<file path="src/rtl/bistprj_mbist_ctrl.sv">
// March C- memory BIST controller: sequences a single-port SRAM through six March elements.
// Define BIST_DIAG_EN to add first-mismatch address/syndrome capture (BIST_FAIL_ADDR/BIST_FAIL_SYND).
module bistprj_mbist_ctrl #(
   parameter int ADDR_W = 4,
   parameter int DATA_W = 8
) (
   input  logic              MAS_CLK,
   input  logic              MAS_RST,
   input  logic              BIST_START,
   output logic              BIST_BUSY,
   output logic              BIST_DONE,
   output logic              BIST_FAIL,
`ifdef BIST_DIAG_EN
   output logic [ADDR_W-1:0] BIST_FAIL_ADDR,
   output logic [DATA_W-1:0] BIST_FAIL_SYND,
`endif
   output logic              MEM_CE,
   output logic              MEM_WE,
   output logic [ADDR_W-1:0] MEM_ADDR,
   output logic [DATA_W-1:0] MEM_WDATA,
   input  logic [DATA_W-1:0] MEM_RDATA
);

   typedef enum logic [3:0] {IDLE, M0, M1, M2, M3, M4, M5, DRAIN, FIN} state_t;

   localparam logic [ADDR_W-1:0] ADDR_LAST = '1;

   state_t            state, state_n;
   logic [ADDR_W-1:0] addr, addr_n;
   logic              phase, phase_n;
   logic              start_q, start_edge, run_start;
   logic              down, last_op, last_addr;
   logic              ce_n, we_n;
   logic [DATA_W-1:0] wdata_n, exp_n, exp_q;
   logic              cmp_valid, mismatch;
   logic [DATA_W-1:0] cmp_exp;

   assign start_edge = BIST_START & ~start_q;
   assign run_start  = start_edge & ((state == IDLE) | (state == FIN));
   assign mismatch   = cmp_valid & (MEM_RDATA != cmp_exp);

   always_ff @(posedge MAS_CLK) begin
      if (MAS_RST) begin
         state   <= IDLE;
         addr    <= '0;
         phase   <= 1'b0;
         start_q <= 1'b0;
      end else begin
         state   <= state_n;
         addr    <= addr_n;
         phase   <= phase_n;
         start_q <= BIST_START;
      end
   end

   // phase 0 = read, phase 1 = write; M0 and M5 use a single operation per address
   always_comb begin
      state_n   = state;
      addr_n    = addr;
      phase_n   = phase;
      down      = (state == M3) || (state == M4);
      last_op   = (state == M0) || (state == M5) || phase;
      last_addr = down ? (addr == '0) : (addr == ADDR_LAST);
      case (state)
         IDLE, FIN: begin
            if (run_start) begin
               state_n = M0;
               addr_n  = '0;
               phase_n = 1'b0;
            end
         end
         M0, M1, M2, M3, M4, M5: begin
            if (!last_op) begin
               phase_n = 1'b1;
            end else begin
               phase_n = 1'b0;
               if (!last_addr) begin
                  addr_n = down ? addr - ADDR_W'(1) : addr + ADDR_W'(1);
               end else begin
                  addr_n = '0;
                  case (state)
                     M0:      state_n = M1;
                     M1:      state_n = M2;
                     M2:      begin state_n = M3; addr_n = ADDR_LAST; end
                     M3:      begin state_n = M4; addr_n = ADDR_LAST; end
                     M4:      state_n = M5;
                     default: state_n = DRAIN;
                  endcase
               end
            end
         end
         DRAIN:   state_n = FIN;
         default: state_n = IDLE;
      endcase
   end

   // NOTE: access fields are decoded from the *next* state so the registered outputs line up
   // with the state they describe, without an extra cycle of latency.
   always_comb begin
      ce_n    = 1'b0;
      we_n    = 1'b0;
      wdata_n = '0;
      exp_n   = '0;
      case (state_n)
         M0: begin
            ce_n = 1'b1;
            we_n = 1'b1;
         end
         M1, M3: begin
            ce_n    = 1'b1;
            we_n    = phase_n;
            wdata_n = {DATA_W{phase_n}};
         end
         M2, M4: begin
            ce_n  = 1'b1;
            we_n  = phase_n;
            exp_n = '1;
         end
         M5:      ce_n = 1'b1;
         default: ;
      endcase
   end

   always_ff @(posedge MAS_CLK) begin
      if (MAS_RST) begin
         BIST_BUSY <= 1'b0;
         BIST_DONE <= 1'b0;
         BIST_FAIL <= 1'b0;
         MEM_CE    <= 1'b0;
         MEM_WE    <= 1'b0;
         MEM_ADDR  <= '0;
         MEM_WDATA <= '0;
         exp_q     <= '0;
         cmp_valid <= 1'b0;
         cmp_exp   <= '0;
      end else begin
         BIST_BUSY <= (state_n != IDLE) && (state_n != FIN);
         BIST_DONE <= (state_n == FIN);
         MEM_CE    <= ce_n;
         MEM_WE    <= we_n;
         MEM_ADDR  <= addr_n;
         MEM_WDATA <= wdata_n;
         exp_q     <= exp_n;
         cmp_valid <= MEM_CE & ~MEM_WE;
         cmp_exp   <= exp_q;
         if (run_start)     BIST_FAIL <= 1'b0;
         else if (mismatch) BIST_FAIL <= 1'b1;
      end
   end

`ifdef BIST_DIAG_EN
   logic [ADDR_W-1:0] cmp_addr;

   always_ff @(posedge MAS_CLK) begin
      if (MAS_RST) begin
         cmp_addr       <= '0;
         BIST_FAIL_ADDR <= '0;
         BIST_FAIL_SYND <= '0;
      end else begin
         cmp_addr <= MEM_ADDR;
         if (run_start) begin
            BIST_FAIL_ADDR <= '0;
            BIST_FAIL_SYND <= '0;
         end else if (mismatch && !BIST_FAIL) begin
            BIST_FAIL_ADDR <= cmp_addr;
            BIST_FAIL_SYND <= MEM_RDATA ^ cmp_exp;
         end
      end
   end
`endif

endmodule

</file>
<file path="config.mk">
export PLATFORM = sky130hd
export DESIGN_NAME = bistprj_mbist_ctrl
export DESIGN_NICKNAME = d
export VERILOG_FILES = /design/src/rtl/bistprj_mbist_ctrl.sv
export SDC_FILE = /design/constraint.sdc
export NUM_CORES = 1
export LEC_CHECK = 0
export CAP_MARGIN = 20
export CORE_MARGIN = 5
export CORE_UTILIZATION = 35
export CTS_BUF_LIST = sky130_fd_sc_hd__clkbuf_8
export DETAILED_ROUTE_END_ITERATION = 8
export HOLD_SLACK_MARGIN = 0.03
export PLACE_DENSITY_LB_ADDON = 0.1
export SETUP_SLACK_MARGIN = 0.15
export SLEW_MARGIN = 20
export SYNTH_ARGS = -nofsm -noshare
export SYNTH_HDL_FRONTEND = slang
export SYNTH_SLANG_ARGS = --single-unit
</file>
<file path="constraint.sdc">
create_clock -name MAS_CLK -period 1.95 [get_ports MAS_CLK]
set_input_delay 0.39 -clock MAS_CLK [delete_from_list [all_inputs] [get_ports MAS_CLK]]
set_output_delay 0.39 -clock MAS_CLK [all_outputs]
set_load 0.02 [all_outputs]
</file>
# After elaboration in Yosys (flattened, before gate mapping)
# Index checks and enable logic that the tools add are counted.
[classes]
n_eq_ne = 20
bitwise = 8
n_mux = 18
n_reduce_logical = 18
n_addsub = 2
[op_table]
columns = ["operator", "n"]
rows = [
  ["$mux 4", 8],
  ["$eq 4x3->1 const B", 7],
  ["$eq 4x2->1 const B", 4],
  ["$pmux 3 s5", 1],
  ["$eq 4x4->1 const B", 3],
  ["$pmux 4 s3", 1],
  ["$reduce_or 2->1", 6],
  ["$reduce_or 6->1", 2],
  ["$eq 4x1->1 const B", 2],
  ["$logic_not 4->1", 2],
  ["$mux 8", 1],
  ["$ne 8x8->1", 1],
  ["$pmux 4 s2", 1],
  ["$add 4x1->4 const B", 1],
  ["$and 1x1->1", 4],
  ["$mux 1", 4],
  ["$ne 2x2->1 const B", 2],
  ["$ne 4x4->1 const B", 1],
  ["$pmux 1 s2", 2],
  ["$reduce_bool 4->1", 1],
  ["$reduce_or 4->1", 1],
  ["$sub 4x1->4 const B", 1],
  ["$logic_or 1x1->1", 3],
  ["$not 1->1", 3],
  ["other kinds (4)", 4],
]
[totals]
out_inout_bits = 17
register_bits = 33
wordCells = 79
in_bits = 11

# Logic depth before layout (Yosys ltp)
# Gate-level depths: netlist of the first run.
[logic_depth]
word_depth = 10
depth_mapped = 8
mapped_depth_nobuf = 7

# Least setup slack after synthesis of the first run
# OpenSTA, ideal clock, no wires.
[synth_path]
path_kind = "reg-to-reg"
startpoint = "register state[2]"
endpoint = "register MEM_ADDR[3]"
period_less_slack_ns = 1.914
required_ns = 1.833
path_buffers = 1
stages_incl_launch_ff = 9
arrival_ns = 1.797
setup_ns = 0.117
setup_slack_ns = 0.036
path_cell_list = "dfxtp_1 -> buf_4 -> nor3b_4 -> ha_1 -> a21o_1 -> a21oi_1 -> xnor3_1 -> o211ai_1 -> nand2_1"
[synth_between]
elab_chain_len = 6
word_cells_on_any_way = 26
[synth_lines]
columns = ["element", "line", "source"]
rows = [
  ["start: declaration", "28", "state_t state, state_n;"],
  ["start signal: assignment", "49", "state <= state_n;"],
  ["$eq 4x3->1, or another cell as far along", "61, 64, 81", ""],
  ["$reduce_or 2->1 (no line) / $logic_or 1x1->1 (equally long branches)", "-", ""],
  ["$mux 4, or another cell as far along", "81", "case (state)"],
  ["$mux 4", "77", "if (!last_addr) begin"],
  ["$mux 4", "73", "if (!last_op) begin"],
  ["$pmux 4 s2", "64", "case (state)"],
  ["end signal: assignment", "141", "MEM_ADDR <= addr_n;"],
  ["end: declaration", "19", "output logic [ADDR_W-1:0] MEM_ADDR,"],
]
# Several ways; a longest one is shown, not always the timed one. The select of a mux whose other input is x is not followed.
# A chain may end at the register's enable or synchronous reset.

==> results of run 1 <==
==> worst paths after layout <==
kind	cells past startpoint	startpoint	slack [ps]	to
min	1	MEM_WE$_SDFF_PP0_	430	cmp_valid$_SDFF_PP0_
min reg2reg	1	MEM_WE$_SDFF_PP0_	430	cmp_valid$_SDFF_PP0_
max reg2reg	5	MEM_ADDR[1]$_SDFFE_PP0P_	180	MEM_WDATA[0]$_SDFF_PP0_
max	5	MEM_ADDR[1]$_SDFFE_PP0P_	180	MEM_WDATA[0]$_SDFF_PP0_
==> cell families (layout without fill, tap and decap cells) <==
family	count (synthesis)	in the layout
and+or+nand+nor	59	59
AOI/OAI and AO/OA	36	36
DFF	19	19
buffers and inverters	18	54
adders and majority gates	4	4
xor gates and xnor gates	3	3
muxes	2	2
==> sequential cells by signal (all words and copies together), names as in the netlist <==
| signal | count |
|---|---|
| start_q | 1 |
| cmp_valid | 1 |
| cmp_exp | 1 |
| MEM_ADDR | 4 |
| state | 4 |
| exp_q | 1 |
| MEM_WDATA | 1 |
| BIST_BUSY | 1 |
| phase | 1 |
| BIST_FAIL | 1 |
| MEM_CE | 1 |
| BIST_DONE | 1 |
| MEM_WE | 1 |
==> worst reg2reg max path: cells and delay by family, from the launching register on <==
kind | cells | cell delay [ps]
AO/OA/AOI/OAI | 2 | 370
flip-flops | 1 | 350
multiplexers | 1 | 270
AND/OR/NAND/NOR | 2 | 730
==> power groups by stage <==
| stage | logic [mW] | registers (mW) | clock network, mW |
|---|---|---|---|
| after floorplan | 0.0583 | 0.429 | 0 |
| after global placement | 0.137 | 0.416 | 0 |
| after detailed placement | 0.139 | 0.416 | 0 |
| after CTS | 0.142 | 0.406 | 0.284 |
| after global routing | 0.160 | 0.406 | 0.302 |
| final | 0.146 | 0.405 | 0.273 |
==> metrics by stage <==
step	utilization	instance area (µm²)	total power, mW	cells
after global routing	0.5002	1669	0.8679	223
after CTS	0.4818	1608	0.8317	218
after detailed placement	0.4661	1555	0.5554	214
final	0.5002	1669	0.8239	223
after global placement	0.4661	1555	0.5536	214
after floorplan	-	1207	0.4870	141
==> timing repair <==
item | in CTS | in global routing
resized for setup | 3 | 14
setup endpoints to repair | 7 | 17
hold buffers | 0 | 0
setup buffers | 0 | 5
pin swaps | 2 | 7
==> routing by layer <==
layer,vias to the layer above,track usage,wire [µm],share of wire
li1,578,-,-,-
met5,-,0,0,0
met4,0,0.04963,31,0.0097
met3,4,0.03241,235,0.073
met2,37,0.2360,1584,0.49
met1,533,0.1867,1358,0.42
==> cell type report <==
| cell class | instances | area (µm²) |
|---|---|---|
| Sequential cell | 19 | 390.4 |
| Clock buffer | 3 | 41.29 |
| Fill cell | 304 | 1668 |
| Timing Repair Buffer | 47 | 434.2 |
| Tap cell | 46 | 57.56 |
| Inverter | 3 | 11.26 |
| Multi-Input combinational cell | 104 | 730.7 |
| Clock inverter | 1 | 3.754 |
==> placed cells by master (no fill, tap or decap), types with 2 or more instances in the layout <==
| master | instances |
|---|---|
| clkbuf_8 | 3 |
| dlymetal6s2s_1 | 3 |
| nor3b_1 | 2 |
| dfxtp_2 | 2 |
| and2_1 | 3 |
| ha_1 | 2 |
| clkdlybuf4s50_1 | 23 |
| o21ai_0 | 4 |
| dfxtp_1 | 15 |
| nand3_1 | 5 |
| buf_6 | 2 |
| nor2_1 | 8 |
| nor2b_1 | 4 |
| a31oi_1 | 2 |
| nand2b_1 | 3 |
| inv_1 | 3 |
| buf_4 | 18 |
| nand4_1 | 3 |
| a21oi_1 | 10 |
| o2111ai_1 | 2 |
| dfxtp_4 | 2 |
| or3_1 | 2 |
| nand2_1 | 10 |
| o21ai_1 | 4 |
| o211ai_1 | 2 |
| nor3_1 | 7 |
==> results.tsv, run 1 <==
stage	metric	value	unit
floorplanning	die height	68.52	µm
synthesis	top cells by count, synth	dfxtp_1, a21oi_1, nand2_1	
floorplanning	Core Area	3337	µm²
timing	Max-slew headroom	0.7899	
timing	worst-margin pin slew	314.2	ps
timing	unrepaired setup endpoints after global routing	yes	
timing	setup ws final	180.6	ps
place	gpl congestion	0.8244	
power	Worst VDD drop	0.4097	mV
power	Comb power frac	0.177	
synthesis	Primary FF master, synth	dfxtp_1	
setup_path	Critical Path Start Type	register	
route	Initial DRC Count	40	
grt	initial antenna violation count	0	
grt	largest net degree at the start of global routing	13	
clock_tree	CTS Root Cell	clkbuf_8	
synthesis	library cells used by synthesis	50	
synthesis	post-synthesis compound-gate area fraction	0.2025	
timing	Final Setup Violations	0	
setup_path	worst path required time	2150	ps
floorplanning	row count	21	
floorplanning	initial core utilization	0.3592	
place	HPWL after DPL	2417	µm
place	Setup WS pre-CTS	50.85	ps
grt	gr usage total	0.1446	
setup_path	CP cell instances	or4_4, mux2i_4, o21ai_2, a41oi_2, and2b_1	
clock_tree	Reg clk slew, reported paths	70	ps
clock_tree	Bufs on Longest Clock Path	2	
status	outcome	finished clean	
setup_path	CP delay by family, top	simple AND/OR/NAND/NOR gates	
floorplanning	Ports	28	
synthesis	mux contribution to synthesized area	0.02714	
place	# port buffers	27	
grt	first-pass GRT wire length	5223	µm
timing	fin. max-slew vios	0	
setup_path	Critical Setup Path Class	register to register	
synthesis	Post-Synth XOR/XNOR Area	0.03340	
final_layout	layout cells sized above 1	0.2147	
grt	vias in the first global route	1104	
setup_path	largest stage delay on the critical path	560	ps
route	routed len/inst	14.39	µm
run	max-cap viol count	0	
setup_path	Worst Setup End Kind	register	
floorplanning	Die ar.	4695	µm²
route	DRT Wirelength	3209	µm
synthesis	Area contributors post-synth	dfxtp_1, buf_4, a21oi_1	
final_layout	Layout area overhead	39.25	%
synthesis	Post-synth EDFFs	0	
route	DRC viols	0	
clock_tree	CTS H-tree lvls	1	
synthesis	main combinational cell family by area after synthesis	simple AND/OR/NAND/NOR gates	
final_layout	Antenna diodes	0	
synthesis	Syn. warnings	0	
floorplanning	Die X	68.52	µm
synthesis	Yosys reg bits	19	
clock_tree	clk sinks	19	
route	Final ANT Viol Nets	0	
power	Net Sw Frac	0.2556	
synthesis	gate count after technology mapping	141	
power	sequential share of power	0.491	
synthesis	area leader, netlist	dfxtp_1	
synthesis	Adder-Cell Fraction of Synth Area	0.04593	
min_path	Hold Path Class	register to register	
timing	Tmin final	1769	ps
power	Lkg Pwr	0.6972	nW
clock_tree	CTS tree	yes	
timing	final worst-path cycle share	0.9074	
route	Via-to-Cell Ratio	5.166	
synthesis	Synth async-reset ratio	0	
setup_path	Worst EP arrival	1970	ps
setup_path	Buf/Inv on CP	0	
timing	clk_skew	2.827	ps
timing	fmax	565.2	MHz
route	DR vias	1152	
timing	final count of hold timing violations	0	
synthesis	Mapped Area	1199	µm²
setup_path	crit path max fanout	5	
power	switching power	210.6	µW
timing	hold_ws	426.5	ps
timing	TNS Setup	0	ps
synthesis	most numerous cell in the Yosys netlist	dfxtp_1	
synthesis	syn_nets	155	
power	P_int	613.3	µW
setup_path	Worst path slowest cell	or4_4	
power	clock share of power	0.332	
clock_tree	Clock Latency Late Sink	250	ps
route	drt first pass iters	4	
synthesis	sequential share of the synthesized area	0.3173	
synthesis	Post-Synth Simple-Gate Area	0.2902	
clock_tree	number of buffers created by CTS	3	
synthesis	Synth top area share	0.3173	
power	pwr/cell area	493.6	nW/µm²
synthesis	syn_area_per_cell	8.501	µm²
grt	final global-route overflow total	0	
final_layout	nets@finish	192	
Power figures use the tool's default switching activity.
==> run 2, diff against run 1 <==
--- a/config.mk
+++ b/config.mk
@@ -5,6 +5,7 @@
 export SDC_FILE = /design/constraint.sdc
 export NUM_CORES = 1
 export LEC_CHECK = 0
+export ABC_AREA = 1
 export CAP_MARGIN = 20
 export CORE_MARGIN = 5
 export CORE_UTILIZATION = 35
@@ -13,7 +14,7 @@
 export HOLD_SLACK_MARGIN = 0.03
 export PLACE_DENSITY_LB_ADDON = 0.1
 export SETUP_SLACK_MARGIN = 0.15
-export SLEW_MARGIN = 20
+export SLEW_MARGIN = 0
 export SYNTH_ARGS = -nofsm -noshare
 export SYNTH_HDL_FRONTEND = slang
 export SYNTH_SLANG_ARGS = --single-unit
==> constraint.sdc (replaced) <==
create_clock -name MAS_CLK -period 1.9 [get_ports MAS_CLK]
set_input_delay 0.38 -clock MAS_CLK [delete_from_list [all_inputs] [get_ports MAS_CLK]]
set_output_delay 0.38 -clock MAS_CLK [all_outputs]
set_load 0.02 [all_outputs]
==> run 2 against run 1 <==
Net effect: setup slack improved by 8.9 ps; final area decreased by 9.1%; die area fell by 4.1%; cell count rose by 4.0%; largest power group unchanged; non-clock buffer count down 16; sequential power up 3%.
==> results.tsv, run 2 <==
stage	metric	value	unit	change
route	Final ANT Viol Nets	0		unchanged
floorplanning	Die X	67.10	µm	-2.1%
synthesis	Synth top area share	0.3333		+0.01601
synthesis	Primary FF master, synth	dfxtp_1		
floorplanning	row count	20		-4.8%
synthesis	sequential share of the synthesized area	0.3333		+0.01601
floorplanning	Die ar.	4502	µm²	-4.1%
synthesis	syn_nets	176		+14%
clock_tree	CTS Root Cell	clkbuf_8		
final_layout	commonest non-fill, non-tap cells in the layout	nand2_1, inv_1, nor2_1		
place	Setup WS pre-CTS	141.1	ps	+90.22 ps
setup_path	largest stage delay on the critical path	640	ps	+80 ps
floorplanning	initial core utilization	0.3677		+0.008537
route	routed len/inst	11.67	µm	-19%
power	Lkg Pwr	0.7501	nW	+7.6%
timing	final count of hold timing violations	0		unchanged
synthesis	Area contributors post-synth	dfxtp_1, nand2_1, nor2_1		
final_layout	Layout area overhead	33.00	%	
timing	final worst-path cycle share	0.9002		
timing	setup ws final	189.6	ps	+8.940 ps
place	HPWL after DPL	2138	µm	-12%
setup_path	CP delay by family, top	buffers and inverters		
synthesis	Synth async-reset ratio	0		unchanged
synthesis	library cells used by synthesis	29		-42%
timing	Tmin final	1710	ps	
setup_path	crit path max fanout	5		unchanged
timing	unrepaired setup endpoints after global routing	yes		
route	drt first pass iters	4		unchanged
clock_tree	CTS tree	yes		
grt	grt met1 use	0.1528		-0.03386
route	DRC viols	0		unchanged
setup_path	worst path required time	1520	ps	-630 ps
power	Worst VDD drop	0.3602	mV	-12%
setup_path	Worst EP arrival	1330	ps	-640 ps
run	max-cap viol count	0		unchanged
setup_path	Worst path slowest cell	clkdlybuf4s50_1		
setup_path	Critical Setup Path Class	register to output pin		
status	outcome	finished clean		
clock_tree	# hold bufs at CTS	0		unchanged
synthesis	syn_area_per_cell	7.044	µm²	-17%
floorplanning	Ports	28		unchanged
route	Initial DRC Count	50		+25%
final_layout	commonest non-fill, non-tap cell in the layout	nand2_1		
synthesis	Yosys reg bits	19		unchanged
timing	Final Setup Violations	0		unchanged
power	pwr/cell area	541.2	nW/µm²	+9.6%
place	# port buffers	27		unchanged
grt	largest net degree at the start of global routing	12		-1
timing	worst-margin pin slew	301.2	ps	-12.96 ps
timing	TNS Setup	0	ps	unchanged
synthesis	Mapped Area	1141	µm²	-4.8%
final_layout	Antenna diodes	0		unchanged
grt	met2 Use GR	0.2454		+0.009404
min_path	Hold Path Class	register to register		
clock_tree	Clock Latency Late Sink	260	ps	about the same
grt	GRT Max-Usage Layer	met2		
final_layout	layout cells sized above 1	0.2234		+0.008715
grt	vias in the first global route	1086		-1.6%
grt	gr usage total	0.1344		-0.01015
synthesis	top cells by count, synth	nand2_1, nor2_1, dfxtp_1, inv_1, nand3_1		
clock_tree	Post CTS Setup Buffer Count	0		unchanged
grt	initial antenna violation count	0		unchanged
synthesis	gate count after technology mapping	162		+15%
timing	clk_skew	4.804	ps	+1.977 ps
timing	Max-slew headroom	0.7970		+0.007180
setup_path	CP cell instances	clkdlybuf4s50_1		
clock_tree	Reg clk slew, reported paths	70	ps	about the same
grt	final global-route overflow total	0		unchanged
setup_path	Buf/Inv on CP	1		+1
grt	met3 usage	0.03373		+0.001312
place	gpl congestion	0.7776		-5.7%
synthesis	Syn. warnings	0		unchanged
synthesis	area leader, netlist	dfxtp_1		
clock_tree	post-cts sizing count	4		+1
grt	first-pass GRT wire length	4733	µm	-9.4%
floorplanning	die height	67.10	µm	-2.1%
route	Via-to-Cell Ratio	4.707		-8.9%
synthesis	most numerous cell in the Yosys netlist	nand2_1		
timing	fmax	584.6	MHz	
synthesis	Post-synth EDFFs	0		unchanged
final_layout	nets@finish	203		+5.7%
final_layout	Top Registers	MEM_ADDR: 4 flops, state: 4 flops		
clock_tree	clk sinks	19		unchanged
setup_path	Critical Path Start Type	register		
route	DRT Wirelength	2707	µm	-16%
route	DR vias	1092		-5.2%
clock_tree	CTS H-tree lvls	1		unchanged
power	total power	821.4	µW	-0.30%
clock_tree	Bufs on Longest Clock Path	2		unchanged
setup_path	Worst Setup End Kind	output pin		
timing	fin. max-slew vios	0		unchanged
floorplanning	Core Area	3103	µm²	-7.0%
clock_tree	number of buffers created by CTS	3		unchanged
[run 2: changes by cell type in the layout (fill, tap and decap cells not counted), moves of 7 or more]
cell,previous run,this run
buf_4,18,4
inv_1,3,19
nand2_1,10,25
nor2_1,8,18
nor2_2,0,7
[run 2: where the power goes]
| group | total, mW | switching [mW] | internal, mW |
|---|---|---|---|
| clock | 0.277 | 0.131 | 0.146 |
| sequential | 0.417 | 0.00778 | 0.409 |
| combinational | 0.127 | 0.0696 | 0.0577 |
[run 2: through the flow]
step	instances	instance area (µm²)	hold slack, ps	util
floorplan	162	1141	388.3	-
global route	232	1518	451.3	0.4891
global placement	228	1436	397.2	0.4629
finish	232	1518	405.5	0.4891
detailed placement	228	1436	397.7	0.4629
CTS	232	1478	407.9	0.4762
[run 2: final timing paths]
path | to | cells after the start | slack [ps] | from
setup reg to reg | MEM_ADDR[1]$_SDFFE_PP0P_ | 7 | 280 | state[3]$_SDFF_PP0_
hold / removal | cmp_exp[6]$_SDFF_PP0_ | 2 | 410 | exp_q[6]$_SDFF_PP0_
hold reg to reg | cmp_exp[6]$_SDFF_PP0_ | 2 | 410 | exp_q[6]$_SDFF_PP0_
setup / recovery | MEM_ADDR[3] | 1 | 190 | MEM_ADDR[3]$_SDFFE_PP0P_
[run 2: kinds of logic after synthesis]
kind of cell    Yosys count  synth area share
compound gates           23            0.1195
buf+inv                  32            0.1283
flops                    19            0.3333
fa+ha+maj                 3           0.03947
xor+xnor                  1          0.007677
simple gates             84            0.3717
[run 2: layout make-up]
| cell class | count | area, µm² |
|---|---|---|
| timing repair buffer | 31 | 310.3 |
| multi-input combinational | 111 | 629.4 |
| clock buffer | 3 | 41.29 |
| clock inverter | 1 | 5.005 |
| sequential | 19 | 390.4 |
| fill | 343 | 1585 |
| tap | 44 | 55.05 |
| inverter | 23 | 86.33 |
[run 2: metal layers]
layer	vias up	share of wire	routed length (µm)
met5	-	0	0
met4	0	0.010	28
met3	5	0.058	157
met2	18	0.49	1322
met1	503	0.44	1198
li1	566	-	-
==> run 3, diff against run 2 <==
--- a/config.mk
+++ b/config.mk
@@ -7,8 +7,8 @@
 export LEC_CHECK = 0
 export ABC_AREA = 1
 export CAP_MARGIN = 20
-export CORE_MARGIN = 5
-export CORE_UTILIZATION = 35
+export CORE_MARGIN = 2
+export CORE_UTILIZATION = 50
 export CTS_BUF_LIST = sky130_fd_sc_hd__clkbuf_8
 export DETAILED_ROUTE_END_ITERATION = 8
 export HOLD_SLACK_MARGIN = 0.03
==> run 3 against run 2 <==
Net effect: clock power fell by 4%; register-to-register slack got worse by 40 ps; cell count fell by 6.9%.
==> results.tsv, run 3 (synthesized netlist as in run 2, its figures left out) <==
stage	metric	value	unit	change
clock_tree	CTS tree	yes		
grt	gr usage total	0.2026		+0.06811
floorplanning	Die ar.	2680	µm²	-40%
final_layout	commonest non-fill, non-tap cell in the layout	nand2_1		
timing	worst-margin pin slew	498.0	ps	+196.7 ps
power	Worst VDD drop	0.4830	mV	+34%
final_layout	Layout area overhead	31.58	%	
power	sequential share of power	0.518		+0.011
min_path	Hold Path Class	register to register		
clock_tree	# hold bufs at CTS	0		unchanged
final_layout	Multi-input gate area	638.1	µm²	+1.4%
setup_path	CP cell instances	clkdlybuf4s50_1		
timing	final worst-path cycle share	0.8928		-0.007408
setup_path	worst r2r src	state[3]$_SDFF_PP0_		
route	DRC viols	0		unchanged
clock_tree	Bufs on Longest Clock Path	2		unchanged
setup_path	reg2reg path depth	10		+3
floorplanning	initial core utilization	0.5208		+0.1531
setup_path	Stages on worst setup path	1		unchanged
final_layout	layout cells sized above 1	0.2234		unchanged
setup_path	Worst EP arrival	1320	ps	about the same
place	gpl congestion	0.8583		+10%
setup_path	crit path max fanout	8		+3
setup_path	Worst Setup End Kind	output pin		
route	drt first pass iters	4		unchanged
grt	initial antenna violation count	0		unchanged
floorplanning	die height	51.77	µm	-23%
min_path	hold_sp	exp_q[6]$_SDFF_PP0_		
clock_tree	number of buffers created by CTS	3		unchanged
floorplanning	row count	17		-15%
status	outcome	finished clean		
grt	vias in the first global route	986		-9.2%
timing	fin. max-slew vios	0		unchanged
route	DRT Wirelength	2460	µm	-9.1%
power	total power	807.6	µW	-1.7%
floorplanning	Ports	28		unchanged
final_layout	Antenna diodes	0		unchanged
timing	Tmin final	1696	ps	-14.08 ps
setup_path	worst path required time	1520	ps	about the same
power	Comb power frac	0.154		about the same
timing	clk_skew	3.583	ps	-1.221 ps
min_path	worst hold path depth	2		unchanged
floorplanning	Die X	51.77	µm	-23%
timing	Max-slew headroom	0.6670		-0.1301
route	Via-to-Cell Ratio	5.194		+10%
clock_tree	Clock Latency Late Sink	250	ps	about the same
setup_path	Critical Path Start Type	register		
timing	TNS Setup	0	ps	unchanged
final_layout	register area	387.9	µm²	-0.64%
grt	first-pass GRT wire length	4084	µm	-14%
setup_path	Buf/Inv on CP	1		unchanged
setup_path	Crit. Startpoint	MEM_WDATA[0]$_SDFF_PP0_		
floorplanning	Core Area	2191	µm²	-29%
timing	final count of hold timing violations	0		unchanged
clock_tree	CTS Root Cell	clkbuf_8		
route	DR vias	1122		+2.7%
setup_path	Worst path slowest cell	clkdlybuf4s50_1		
clock_tree	CTS H-tree lvls	1		unchanged
route	Final ANT Viol Nets	0		unchanged
route	routed len/inst	11.39	µm	-2.4%
grt	final global-route overflow total	0		unchanged
place	# port buffers	27		unchanged
power	switching power	198.6	µW	-4.8%
power	Net Sw Frac	0.2459		-0.008167
power	pwr/cell area	537.9	nW/µm²	-0.62%
power	Lkg Pwr	0.7252	nW	-3.3%
place	HPWL after DPL	1830	µm	-14%
final_layout	Filler Cells Inserted	191		-44%
setup_path	CP delay by family, top	buffers and inverters		
final_layout	Top Registers	MEM_ADDR: 4 flops, state: 4 flops		
setup_path	Critical Setup Path Class	register to output pin		
run	max-cap viol count	0		unchanged
power	P_int	609.0	µW	-0.61%
power	clock share of power	0.328		-0.010
timing	Final Setup Violations	0		unchanged
final_layout	nets@finish	203		unchanged
setup_path	largest stage delay on the critical path	640	ps	about the same
clock_tree	Reg clk slew, reported paths	70	ps	about the same
final_layout	commonest non-fill, non-tap cells in the layout	nand2_1, inv_1, nor2_1		
grt	largest net degree at the start of global routing	13		+1
clock_tree	clk sinks	19		unchanged
route	Initial DRC Count	18		-64%
timing	unrepaired setup endpoints after global routing	yes		
timing	fmax	589.5	MHz	+0.83%
-- run 3: cell types whose count changed in the layout (fill, tap and decap cells not counted), sizes merged --
cell,change
clkdlybuf4s50,+2
clkinv,-1
dlygate4sd2,-1
dlymetal6s2s,-1
inv,+1
-- run 3: path summary, 6_finish.rpt --
| kind | to | slack, ps |
|---|---|---|
| max | MEM_WDATA[6] | 200 |
| min | cmp_exp[6]$_SDFF_PP0_ | 400 |
| max reg2reg | MEM_ADDR[3]$_SDFFE_PP0P_ | 240 |
| min reg2reg | cmp_exp[6]$_SDFF_PP0_ | 400 |
-- run 3: routing by layer --
metal | track usage | routed length (µm)
met1 | 0.2604 | 1133
met2 | 0.3333 | 1127
met3 | 0.05747 | 183
met4 | 0.05263 | 15
met5 | 0 | 0
-- run 3: repair_timing --
action                     CTS  global route
gates cloned                 0             0
pin swaps                    0             3
resized for setup            4            14
setup buffers                0             2
setup endpoints to repair    6            14
-- run 3: final cells by class --
type / count / share of cell area
inverter: 23 / 0.05750
multi-input combinational: 111 / 0.4250
clock inverter: 1 / 0.002500
tap: 28 / 0.02333
timing repair buffer: 31 / 0.2058
sequential: 19 / 0.2583
clock buffer: 3 / 0.02750
-- run 3: metrics by stage --
step | area (µm²) | setup slack, ps | hold slack, ps | cells | utilization
after floorplan | 1141 | 301.7 | 388.3 | 162 | -
after global placement | 1401 | 116.2 | 397.4 | 210 | 0.6396
after detailed placement | 1401 | 71.63 | 399.2 | 210 | 0.6396
after CTS | 1448 | 149.4 | 407.8 | 214 | 0.6608
after global routing | 1501 | 103.3 | 433.5 | 216 | 0.6853
final | 1501 | 203.6 | 399.6 | 216 | 0.6853
-- run 3: power groups by stage --
stage                     registers [mW]  clock network [mW]  logic (mW)
final                              0.419               0.265       0.124
after floorplan                    0.434                   0      0.0652
after CTS                          0.418               0.273       0.123
after global routing               0.419               0.286       0.137
after detailed placement           0.427                   0       0.124
after global placement             0.426                   0       0.121
